===== src/rtl/mem_port_arbiter_if.sv =====
// Signal bundle for mem_port_arbiter. It holds the fetch and data requester
// handshakes, the shared memory bus, and the timeout error reporting.
// The slave modport is the arbiter's view. The master modport is the
// surrounding core/memory view.
interface mem_port_arbiter_if #(
  parameter int ADDR_W = 32,
  parameter int DATA_W = 32
);
  // Instruction-fetch requester (read-only)
  logic              if_req_i;
  logic [ADDR_W-1:0] if_addr_i;
  logic [DATA_W-1:0] if_rdata_o;
  logic              if_ready_o;
  logic              if_stallreq_o;

  // Data-access requester (read/write)
  logic              mem_req_i;
  logic              mem_we_i;
  logic [ADDR_W-1:0] mem_addr_i;
  logic [DATA_W-1:0] mem_wdata_i;
  logic [DATA_W-1:0] mem_rdata_o;
  logic              mem_ready_o;
  logic              mem_stallreq_o;

  // Shared single-port memory bus
  logic              bus_ce_o;
  logic              bus_we_o;
  logic [ADDR_W-1:0] bus_addr_o;
  logic [DATA_W-1:0] bus_wdata_o;
  logic [DATA_W-1:0] bus_rdata_i;
  logic              bus_ack_i;

  // Sticky watchdog error
  logic              err_o;
  logic [ADDR_W-1:0] err_addr_o;

  modport slave (
    input  if_req_i, if_addr_i,
    input  mem_req_i, mem_we_i, mem_addr_i, mem_wdata_i,
    input  bus_rdata_i, bus_ack_i,
    output if_rdata_o, if_ready_o, if_stallreq_o,
    output mem_rdata_o, mem_ready_o, mem_stallreq_o,
    output bus_ce_o, bus_we_o, bus_addr_o, bus_wdata_o,
    output err_o, err_addr_o
  );

  modport master (
    output if_req_i, if_addr_i,
    output mem_req_i, mem_we_i, mem_addr_i, mem_wdata_i,
    output bus_rdata_i, bus_ack_i,
    input  if_rdata_o, if_ready_o, if_stallreq_o,
    input  mem_rdata_o, mem_ready_o, mem_stallreq_o,
    input  bus_ce_o, bus_we_o, bus_addr_o, bus_wdata_o,
    input  err_o, err_addr_o
  );
endinterface


===== src/rtl/mem_port_arbiter.sv =====
// mem_port_arbiter: shares one single-port memory bus between the fetch port
// and the data port. Data normally wins ties. After MAX_MEM_STREAK consecutive
// data grants with fetch waiting, fetch gets the bus.
// The bus outputs are registered. Ready and read data are combinational
// from bus_ack_i.
// Optional feature ARB_TIMEOUT_EN: an ack watchdog. It completes a stuck access
// with 32'hDEAD_BEEF and records a sticky error. When the macro is not
// defined, the arbiter waits indefinitely and err_o/err_addr_o are held at 0.
module mem_port_arbiter #(
  parameter int ADDR_W         = 32,
  parameter int DATA_W         = 32,
  parameter int MAX_MEM_STREAK = 4,
  parameter int TIMEOUT_CYCLES = 64
) (
  input  logic                clk_i,
  input  logic                rst_i,
  mem_port_arbiter_if.slave   arb
);

  localparam logic [1:0] IDLE     = 2'd0;
  localparam logic [1:0] BUSY_IF  = 2'd1;
  localparam logic [1:0] BUSY_MEM = 2'd2;

  localparam int                  STREAK_W     = 4;
  localparam logic [STREAK_W-1:0] STREAK_MAX   = STREAK_W'(MAX_MEM_STREAK);
  localparam logic [DATA_W-1:0]   TIMEOUT_DATA = DATA_W'(32'hDEAD_BEEF);

  // Reject configurations the streak counter or the watchdog cannot represent
  if (MAX_MEM_STREAK < 1 || MAX_MEM_STREAK > 15 || TIMEOUT_CYCLES < 1) begin : g_bad_cfg
    $error("mem_port_arbiter: MAX_MEM_STREAK must be 1..15 and TIMEOUT_CYCLES >= 1");
  end

  logic [1:0]          state;
  logic [STREAK_W-1:0] streak;
  logic                grant_if;
  logic                grant_mem;
  logic                timeout;
  logic                done;
  logic [DATA_W-1:0]   resp_data;

  // Choose which requester is granted when the bus is idle
  always_comb begin
    // NOTE: every output of this block gets a default first. Any path that
    // leaves one unassigned would infer a latch.
    grant_if  = 1'b0;
    grant_mem = 1'b0;
    if (state == IDLE) begin
      if (arb.mem_req_i && !(arb.if_req_i && streak == STREAK_MAX))
        grant_mem = 1'b1;
      else if (arb.if_req_i)
        grant_if = 1'b1;
    end
  end

  // Access completes on ack, or on watchdog expiry when ack never comes
  assign done      = (state != IDLE) && (arb.bus_ack_i || timeout);
  assign resp_data = arb.bus_ack_i ? arb.bus_rdata_i : TIMEOUT_DATA;

  assign arb.if_ready_o     = done && (state == BUSY_IF);
  assign arb.mem_ready_o    = done && (state == BUSY_MEM);
  assign arb.if_rdata_o     = arb.if_ready_o  ? resp_data : '0;
  assign arb.mem_rdata_o    = arb.mem_ready_o ? resp_data : '0;
  assign arb.if_stallreq_o  = arb.if_req_i  && !arb.if_ready_o;
  assign arb.mem_stallreq_o = arb.mem_req_i && !arb.mem_ready_o;

  // Sequence the state and launch or retire the registered bus transaction
  always_ff @(posedge clk_i or posedge rst_i) begin
    // NOTE: sequential state uses non-blocking assignments. That way every
    // register samples its inputs from before the clock edge.
    if (rst_i) begin
      state           <= IDLE;
      arb.bus_ce_o    <= 1'b0;
      arb.bus_we_o    <= 1'b0;
      arb.bus_addr_o  <= '0;
      arb.bus_wdata_o <= '0;
    end else if (grant_mem) begin
      state           <= BUSY_MEM;
      arb.bus_ce_o    <= 1'b1;
      arb.bus_we_o    <= arb.mem_we_i;
      arb.bus_addr_o  <= arb.mem_addr_i;
      arb.bus_wdata_o <= arb.mem_wdata_i;
    end else if (grant_if) begin
      state           <= BUSY_IF;
      arb.bus_ce_o    <= 1'b1;
      arb.bus_we_o    <= 1'b0;
      arb.bus_addr_o  <= arb.if_addr_i;
      arb.bus_wdata_o <= '0;
    end else if (done) begin
      state           <= IDLE;
      arb.bus_ce_o    <= 1'b0;
    end
  end

  // Count back-to-back data grants taken while fetch was kept waiting
  always_ff @(posedge clk_i or posedge rst_i) begin
    if (rst_i)
      streak <= '0;
    else if (grant_if)
      streak <= '0;
    else if (grant_mem)
      streak <= arb.if_req_i ? streak + 1'b1 : '0;
  end

`ifdef ARB_TIMEOUT_EN
  localparam int TMO_W = $clog2(TIMEOUT_CYCLES + 1);

  logic [TMO_W-1:0]  wait_cnt;
  logic              err;
  logic [ADDR_W-1:0] err_addr;

  assign timeout = (state != IDLE) && !arb.bus_ack_i &&
                   (wait_cnt == TMO_W'(TIMEOUT_CYCLES - 1));

  // Count cycles spent waiting for ack in the current access
  always_ff @(posedge clk_i or posedge rst_i) begin
    if (rst_i)
      wait_cnt <= '0;
    else if (grant_if || grant_mem)
      wait_cnt <= '0;
    else if (state != IDLE)
      wait_cnt <= wait_cnt + 1'b1;
  end

  // Record the first watchdog expiry until the next reset
  always_ff @(posedge clk_i or posedge rst_i) begin
    if (rst_i) begin
      err      <= 1'b0;
      err_addr <= '0;
    end else if (timeout && !err) begin
      err      <= 1'b1;
      err_addr <= arb.bus_addr_o;
    end
  end

  assign arb.err_o      = err;
  assign arb.err_addr_o = err_addr;
`else
  assign timeout        = 1'b0;
  assign arb.err_o      = 1'b0;
  assign arb.err_addr_o = '0;
`endif

endmodule


===== src/flat_wrapper.sv =====
// flat-port wrapper written by rule: the top's interface ports become plain ports
module mem_port_arbiter_flat 
#(
  parameter int ADDR_W         = 32,
  parameter int DATA_W         = 32,
  parameter int MAX_MEM_STREAK = 4,
  parameter int TIMEOUT_CYCLES = 64
)
  (clk_i, rst_i, arb_if_req_i, arb_if_addr_i, arb_mem_req_i, arb_mem_we_i, arb_mem_addr_i, arb_mem_wdata_i, arb_bus_rdata_i, arb_bus_ack_i, arb_if_rdata_o, arb_if_ready_o, arb_if_stallreq_o, arb_mem_rdata_o, arb_mem_ready_o, arb_mem_stallreq_o, arb_bus_ce_o, arb_bus_we_o, arb_bus_addr_o, arb_bus_wdata_o, arb_err_o, arb_err_addr_o);
  mem_port_arbiter_if #(.ADDR_W(ADDR_W), .DATA_W(DATA_W)) arb_i ();
  input  logic clk_i;
  input  logic rst_i;
  input wire logic [$bits(arb_i.if_req_i)-1:0] arb_if_req_i;
  input wire logic [$bits(arb_i.if_addr_i)-1:0] arb_if_addr_i;
  input wire logic [$bits(arb_i.mem_req_i)-1:0] arb_mem_req_i;
  input wire logic [$bits(arb_i.mem_we_i)-1:0] arb_mem_we_i;
  input wire logic [$bits(arb_i.mem_addr_i)-1:0] arb_mem_addr_i;
  input wire logic [$bits(arb_i.mem_wdata_i)-1:0] arb_mem_wdata_i;
  input wire logic [$bits(arb_i.bus_rdata_i)-1:0] arb_bus_rdata_i;
  input wire logic [$bits(arb_i.bus_ack_i)-1:0] arb_bus_ack_i;
  output wire logic [$bits(arb_i.if_rdata_o)-1:0] arb_if_rdata_o;
  output wire logic [$bits(arb_i.if_ready_o)-1:0] arb_if_ready_o;
  output wire logic [$bits(arb_i.if_stallreq_o)-1:0] arb_if_stallreq_o;
  output wire logic [$bits(arb_i.mem_rdata_o)-1:0] arb_mem_rdata_o;
  output wire logic [$bits(arb_i.mem_ready_o)-1:0] arb_mem_ready_o;
  output wire logic [$bits(arb_i.mem_stallreq_o)-1:0] arb_mem_stallreq_o;
  output wire logic [$bits(arb_i.bus_ce_o)-1:0] arb_bus_ce_o;
  output wire logic [$bits(arb_i.bus_we_o)-1:0] arb_bus_we_o;
  output wire logic [$bits(arb_i.bus_addr_o)-1:0] arb_bus_addr_o;
  output wire logic [$bits(arb_i.bus_wdata_o)-1:0] arb_bus_wdata_o;
  output wire logic [$bits(arb_i.err_o)-1:0] arb_err_o;
  output wire logic [$bits(arb_i.err_addr_o)-1:0] arb_err_addr_o;
  assign arb_i.if_req_i = arb_if_req_i;
  assign arb_i.if_addr_i = arb_if_addr_i;
  assign arb_i.mem_req_i = arb_mem_req_i;
  assign arb_i.mem_we_i = arb_mem_we_i;
  assign arb_i.mem_addr_i = arb_mem_addr_i;
  assign arb_i.mem_wdata_i = arb_mem_wdata_i;
  assign arb_i.bus_rdata_i = arb_bus_rdata_i;
  assign arb_i.bus_ack_i = arb_bus_ack_i;
  assign arb_if_rdata_o = arb_i.if_rdata_o;
  assign arb_if_ready_o = arb_i.if_ready_o;
  assign arb_if_stallreq_o = arb_i.if_stallreq_o;
  assign arb_mem_rdata_o = arb_i.mem_rdata_o;
  assign arb_mem_ready_o = arb_i.mem_ready_o;
  assign arb_mem_stallreq_o = arb_i.mem_stallreq_o;
  assign arb_bus_ce_o = arb_i.bus_ce_o;
  assign arb_bus_we_o = arb_i.bus_we_o;
  assign arb_bus_addr_o = arb_i.bus_addr_o;
  assign arb_bus_wdata_o = arb_i.bus_wdata_o;
  assign arb_err_o = arb_i.err_o;
  assign arb_err_addr_o = arb_i.err_addr_o;
  mem_port_arbiter #(.ADDR_W(ADDR_W), .DATA_W(DATA_W), .MAX_MEM_STREAK(MAX_MEM_STREAK), .TIMEOUT_CYCLES(TIMEOUT_CYCLES)) u_core (.clk_i(clk_i), .rst_i(rst_i), .arb(arb_i));
endmodule

===== config.mk =====
export PLATFORM = sky130hd
export DESIGN_NAME = mem_port_arbiter_flat
export DESIGN_NICKNAME = d
export VERILOG_FILES = /design/src/rtl/mem_port_arbiter_if.sv /design/src/rtl/mem_port_arbiter.sv /design/src/flat_wrapper.sv
export SDC_FILE = /design/constraint.sdc
export NUM_CORES = 1
export LEC_CHECK = 0
export ABC_AREA = 1
export CORE_AREA = 2 2 116 118
export DETAILED_ROUTE_END_ITERATION = 12
export DIE_AREA = 0 0 118 120
export HOLD_SLACK_MARGIN = 0.05
export PLACE_DENSITY_LB_ADDON = 0.08
export SETUP_SLACK_MARGIN = 0.5
export SYNTH_ARGS = -nofsm -noshare
export SYNTH_HDL_FRONTEND = slang
export SYNTH_SLANG_ARGS = --single-unit

===== constraint.sdc =====
create_clock -name clk_i -period 2.8 [get_ports clk_i]
set_clock_uncertainty 0.1 [all_clocks]
set_input_delay 0.28 -clock clk_i [delete_from_list [all_inputs] [get_ports clk_i]]
set_output_delay 0.28 -clock clk_i [all_outputs]
set_load 0.01 [all_outputs]

==> results by group, run 1 <==
Run status
  • Run status: finished clean

Synth
  • Most frequent cells after synthesis: nand2_1 (212), inv_1 (140), dfrtp_1 (72)
  • Gate Count Post-Synth: 642
  • Synth Flop Type: dfrtp_1
  • Number of synthesized flops with an enable pin: 0
  • Async set-reset flop share out of synthesis: 100%
  • FF+latch count, synth: 72
  • Share of the synthesized area in the top cell type: 41.8%
  • Yosys warns: 0
  • Yosys cell types: 22
  • Mean area per synthesized cell: 6.71 um2
  • Ranking of synthesized cells by area: dfrtp_1 (42%), nand2_1 (18%), inv_1 (12%)
  • Cell with the most instances after synthesis: nand2_1
  • Biggest area consumer among synthesized cells: dfrtp_1
  • Cell Area, Synth: 4310 um2
  • Register area share after synthesis: 41.8%

GRT
  • Antenna violations before repair: 0
  • GRT Overall Usage: 20.3%
  • Global-route wire length before repair: 23000 um
  • Gr ovfl total: 0
  • Largest net degree at the start of global routing: 47
  • Vias in the first global route: 4613

Worst setup path
  • R2r startpoint: u_core.streak[0]
  • CP endpoint kind: primary output
  • Critical path class: reg -> out
  • Worst path slowest cell: clkdlybuf4s50_1
  • Required @ worst endpoint: 2.42 ns
  • Worst reg-to-reg setup slack: 0.89 ns
  • CP max FO: 34
  • Max incr delay on CP: 0.53 ns
  • Critical path's top delay family: buffers and inverters
  • Worst reg2reg path depth: 9
  • Worst setup path start: u_core.state[1]
  • CP startpoint kind: flop
  • Crit. path cell count: 7
  • RR Endpoint: u_core.arb.bus_wdata_o[28]
  • End of the critical path: arb_mem_stallreq_o
  • Arr. time, crit path: 1.91 ns
  • CP bufs+invs: 4
  • CP Cell Sequence: inv_1 -> nor2_1 -> nand2_1 -> buf_12 -> nand2_1 -> inv_1 -> clkdlybuf4s50_1

Clocking
  • TritonCTS buffer count: 9
  • # hold bufs at CTS: 0
  • Clock Path Buffers: 2
  • CTS Root Cell: clkbuf_16
  • CTS clock-pin slew for the worst setup and hold paths: 0.06 ns
  • CTS tree: done
  • CTS sink count: 72
  • H-tree depth: 3
  • Worst skew pair latency: 0.33 ns

Placement
  • PortBufs: 267
  • Gpl congestion: 0.804
  • DPL Wire Length: 10600 um

Timing
  • Max Freq: 437 MHz
  • Final hold vios: 0
  • Post-layout min period: 2.29 ns
  • Slew HR: 59.5%
  • Setup TNS: 0 ns
  • Endpoints failing setup: 0
  • Worst-margin pin slew: 0.607 ns
  • Max Slew Vio Count: 0
  • Tcrit/Tclk final: 81.7%
  • WHS: 0.236 ns
  • Unrepaired setup endpoints after global routing: true

Die
  • Initial Util: 33.2%
  • Core area: 13000 um2
  • Rows: 42
  • Boundary Pins: 301
  • Die width: 118 um
  • Die footprint: 14200 um2
  • Chip Height: 120 um

Finish
  • Nets: 1037
  • Layout Utilization: 58.2%
  • Filler cells: 1185
  • Layout cells sized above 1: 4.97%
  • Synth-to-layout area growth: 75.2%
  • Antenna Cells: 0

Power
  • LEAKAGE: 4.99 nW
  • Net load switching power: 1.94 mW
  • Clock group share of total power: 21.8%
  • Sequential power share: 31.3%
  • Comb power frac: 46.9%
  • Max IR drop VDD: 0.310 mV
  • Net Sw Frac: 35.5%
  • Pwr/cell area: 722 nW/um2
  • P_int: 3.52 mW

Routing
  • Via-to-Cell Ratio: 4.30
  • Final wirelength: 14600 um
  • First-pass DRT Iterations: 4
  • Post-route ant nets: 0
  • Vias: 4654
  • 1st-iter DRT viols: 327
  • DRC viols: 0
  • Avg WL per Cell: 13.5 um

Run
  • Max Cap Violations: 0

Worst hold path
  • Class of the most critical hold timing path: in -> async
power groups by stage:
stage | Clock [mW] | Sequential [mW] | Combinational (mW)
6_report | 1.19 | 1.71 | 2.56
5_1_grt | 1.26 | 1.76 | 2.82
4_1_cts | 1.21 | 1.71 | 2.60
3_5_place_dp | 0 | 1.72 | 2.56
3_3_place_gp | 0 | 1.71 | 2.53
2_1_floorplan | 0 | 1.89 | 1.02
final cells by class:
cell class | instances | area, um2 | share of cell area, %
repair buffers | 281 | 2980 | 39.5
inverters | 142 | 536 | 7.09
clock buffers | 11 | 253 | 3.35
flip-flops and latches | 72 | 1800 | 23.9
multi-input cells | 395 | 1700 | 22.5
well taps | 176 | 220 | 2.92
clock inverters | 5 | 62.6 | 0.828
cell usage in the layout, fill, tap and decap left out, drive strengths merged, types with 3 or more instances in the layout:
cell type,count
dlymetal6s2s,60
nand2,213
a21oi,32
dfrtp,72
conb,33
inv,143
nand4,32
clkdlybuf4s50,205
o21ai,6
nand3,3
clkbuf,12
buf,13
nor2,71
state kept, by name (all words and copies together), names as in the netlist:
signal	cells
u_core.streak	4
u_core.arb.bus_addr_o	32
u_core.arb.bus_we_o	1
u_core.arb.bus_wdata_o	32
u_core.arb.bus_ce_o	1
u_core.state	2
per-stage QoR:
step / cell area (um2) / setup WS (ns) / std cells / total power [mW]
after detailed placement: 7010 / 0.317 / 1063 / 4.28
final: 7550 / 0.513 / 1082 / 5.46
after CTS: 7370 / 0.450 / 1080 / 5.52
after global routing: 7550 / 0.401 / 1082 / 5.84
after global placement: 7010 / 0.352 / 1063 / 4.25
after floorplan: 4430 / 0.595 / 674 / 2.90
cells by family (layout without fill, tap and decap cells):
group / Yosys count / count (layout) / synth area share [%]
flip-flops: 72 / 72 / 41.8
other: 1 / 33 / 0.0870
buffers and inverters: 207 / 439 / 22.3
AO/OA/AOI/OAI: 39 / 39 / 4.70
adder cells (fa/ha/maj): 2 / 2 / 0.580
AND/OR/NAND/NOR: 321 / 321 / 30.5
worst min-delay path by stage:
stage	end	slack [ns]
floorplan	u_core.state[0]	0.28
global placement	u_core.arb.bus_wdata_o[7]	0.37
detailed placement	u_core.arb.bus_wdata_o[7]	0.37
CTS	u_core.arb.bus_addr_o[10]	0.26
global route	u_core.arb.bus_addr_o[10]	0.30
finish	u_core.arb.bus_addr_o[10]	0.24
repair_timing:
action / in CTS / in global routing
resized for setup: 14 / 63
buffers inserted: 1 / 1
cloned: 0 / 1
pin swaps: 0 / 0
setup endpoints to repair: 68 / 77
per-layer routing:
| metal | vias up | track usage [%] | share of wire, % |
|---|---|---|---|
| met5 | - | 0 | 0 |
| met4 | 0 | 7.53 | 1.5 |
| met3 | 15 | 5.23 | 7.1 |
| met2 | 176 | 36.0 | 52 |
| met1 | 2136 | 23.6 | 40 |
| li1 | 2327 | - | - |
(Power assumes the default switching activity.)
==> run 2, diff against run 1 <==
--- a/config.mk
+++ b/config.mk
@@ -6,9 +6,8 @@
 export NUM_CORES = 1
 export LEC_CHECK = 0
 export ABC_AREA = 1
-export CORE_AREA = 2 2 116 118
+export CORE_UTILIZATION = 32
 export DETAILED_ROUTE_END_ITERATION = 12
-export DIE_AREA = 0 0 118 120
 export HOLD_SLACK_MARGIN = 0.05
 export PLACE_DENSITY_LB_ADDON = 0.08
 export SETUP_SLACK_MARGIN = 0.5
==> constraint.sdc (replaced) <==
create_clock -name clk_i -period 1.9 [get_ports clk_i]
set_clock_uncertainty 0.1 [all_clocks]
set_input_delay 0.19 -clock clk_i [delete_from_list [all_inputs] [get_ports clk_i]]
set_output_delay 0.19 -clock clk_i [all_outputs]
set_load 0.01 [all_outputs]
==> run 2 against run 1 <==
The run now ends with negative setup slack left. Flip-flop and latch count unchanged. Critical path type unchanged. Combinational power rose by 110%. Final cell count grew 4.5%. Largest power group unchanged. Worst setup slack worse by 0.54 ns.
==> results by group, run 2 (same netlist as run 1, synthesis figures left out) <==
Run status
  • Run status: finished with violations
  • Failing checks: negative setup slack

Clocking
  • Worst skew pair latency: 0.33 ns (about the same)
  • CTS tree: done
  • H-tree depth: 3 (unchanged)
  • TritonCTS buffer count: 9 (unchanged)
  • CTS clock-pin slew for the worst setup and hold paths: 0.06 ns (about the same)
  • CTS sink count: 72 (unchanged)
  • # hold bufs at CTS: 0 (unchanged)
  • CTS Root Cell: clkbuf_16
  • Clock Path Buffers: 2 (unchanged)

Routing
  • Final wirelength: 18400 um (+26%)
  • DRC viols: 0 (unchanged)
  • 1st-iter DRT viols: 268 (-18%)
  • First-pass DRT Iterations: 6 (+2)
  • Via-to-Cell Ratio: 4.50 (+4.7%)
  • Vias: 5092 (+9.4%)
  • Avg WL per Cell: 16.3 um (+21%)
  • Post-route ant nets: 0 (unchanged)

Worst setup path
  • Critical path class: reg -> out
  • CP endpoint kind: primary output
  • Arr. time, crit path: 1.64 ns (-0.27 ns)
  • Required @ worst endpoint: 1.61 ns (-0.81 ns)
  • Worst reg-to-reg setup slack: 0.17 ns (-0.72 ns)
  • Worst reg2reg path depth: 9 (unchanged)
  • CP max FO: 8 (-76%)
  • CP startpoint kind: flop

Die
  • Chip Height: 118 um (-1.6%)
  • Die footprint: 13900 um2 (-1.6%)
  • Rows: 42 (unchanged)
  • Core area: 13200 um2 (+1.6%)
  • Die width: 118 um (about the same)
  • Initial Util: 32.7% (-0.53 points)
  • Boundary Pins: 301 (unchanged)

Power
  • LEAKAGE: 5.53 nW (+11%)
  • Max IR drop VDD: 0.542 mV (+75%)
  • Pwr/cell area: 1000 nW/um2 (+39%)

Timing
  • Tcrit/Tclk final: 102%
  • Endpoints failing setup: 2 (+2)
  • Setup WS post-layout: -0.0297 ns (-0.543 ns)
  • Max Slew Vio Count: 0 (unchanged)
  • Max Freq: 518 MHz
  • Final hold vios: 0 (unchanged)
  • WHS: 0.127 ns (-0.109 ns)
  • Unrepaired setup endpoints after global routing: true
  • Post-layout min period: 1.93 ns

Run
  • Max Cap Violations: 0 (unchanged)

Finish
  • Synth-to-layout area growth: 122%
  • Most common cell after layout, fill and taps aside: clkdlybuf4s50_1
  • Footprint of the multi-input gates: 2770 um2 (+63%)
  • Layout Utilization: 72.5% (+14 points)
  • Sequential standard cell area: 1800 um2 (about the same)
  • Largest regs: u_core.arb.bus_addr_o x32, u_core.arb.bus_wdata_o x32, u_core.streak x4
  • Layout cells sized above 1: 36.8% (+32 points)
  • Antenna Cells: 0 (unchanged)
  • Nets: 1086 (+4.7%)
  • Filler cells: 938 (-21%)
  • Most frequent cells in the layout: clkdlybuf4s50_1 (132), inv_1 (130), nand2_1 (121)

GRT
  • Vias in the first global route: 5039 (+9.2%)
  • GRT Overall Usage: 23.8% (+3.6 points)
  • Global-route wire length before repair: 25800 um (+13%)
  • Largest net degree at the start of global routing: 44 (-6.4%)
  • Gr ovfl total: 0 (unchanged)
  • Antenna violations before repair: 0 (unchanged)

Placement
  • Gpl congestion: 0.883 (+9.9%)
  • DPL Wire Length: 11300 um (+6.4%)
  • PortBufs: 267 (unchanged)

Worst hold path
  • Class of the most critical hold timing path: in -> async
run 2: final cells by class:
cell class / instances / area share (%)
Timing Repair Buffer: 325 / 39.9
Multi-Input combinational cell: 395 / 29.0
Sequential cell: 72 / 18.9
Inverter: 142 / 5.89
Clock buffer: 10 / 2.39
Tap cell: 176 / 2.30
Timing Repair inverter: 5 / 0.995
Clock inverter: 6 / 0.628
run 2: repair_timing:
action | CTS | global route
buffers inserted | 9 | 6
endpoints found under the setup margin | 203 | 205
pin swaps | 9 | 46
resized for setup | 374 | 400
gates cloned | 13 | 12
run 2: worst paths after layout:
check,startpoint,end
max in group asynchronous,rst_i,u_core.arb.bus_addr_o[8]
min,rst_i,u_core.arb.bus_addr_o[3]
max,u_core.state[1],arb_if_rdata_o[21]
min in group clk_i,arb_mem_wdata_i[15],u_core.arb.bus_wdata_o[15]
max reg2reg,u_core.state[1],u_core.arb.bus_addr_o[13]
min reg2reg,u_core.arb.bus_wdata_o[31],u_core.arb.bus_wdata_o[31]
run 2: worst max-delay path, stage by stage, from the launching register on:
cell       delay [ns]
dfrtp_1          0.41
buf_6            0.14
nor2_4           0.17
nand2_8          0.13
clkbuf_16        0.19
nor2_1           0.10
buf_2            0.15
run 2: per-layer routing:
metal  part of all wire, %  up-vias  global-route usage (%)
met4                   3.0        0                    10.7
met5                     0        -                       0
met1                    36     2377                    25.9
li1                      -     2443                       -
met3                   5.9       41                    4.26
met2                    55      231                    44.7
run 2: power by group:
group          switching [mW]  internal [mW]
clock                   0.653           1.01
sequential              0.335           2.15
combinational            2.70           2.74
total                    3.69           5.90
run 2: metrics by stage:
step	TNS [ns]	setup WS (ns)	total power, mW	std cells	cell area [um2]
after global placement	-2.55	-0.0886	6.39	1075	7190
final	-0.0374	-0.0297	9.59	1131	9560
after detailed placement	-4.04	-0.116	6.47	1075	7190
after floorplan	0	0.474	4.28	674	4440
after CTS	0	0.0549	8.69	1113	7870
after global routing	-0.255	-0.0694	10.1	1131	9560
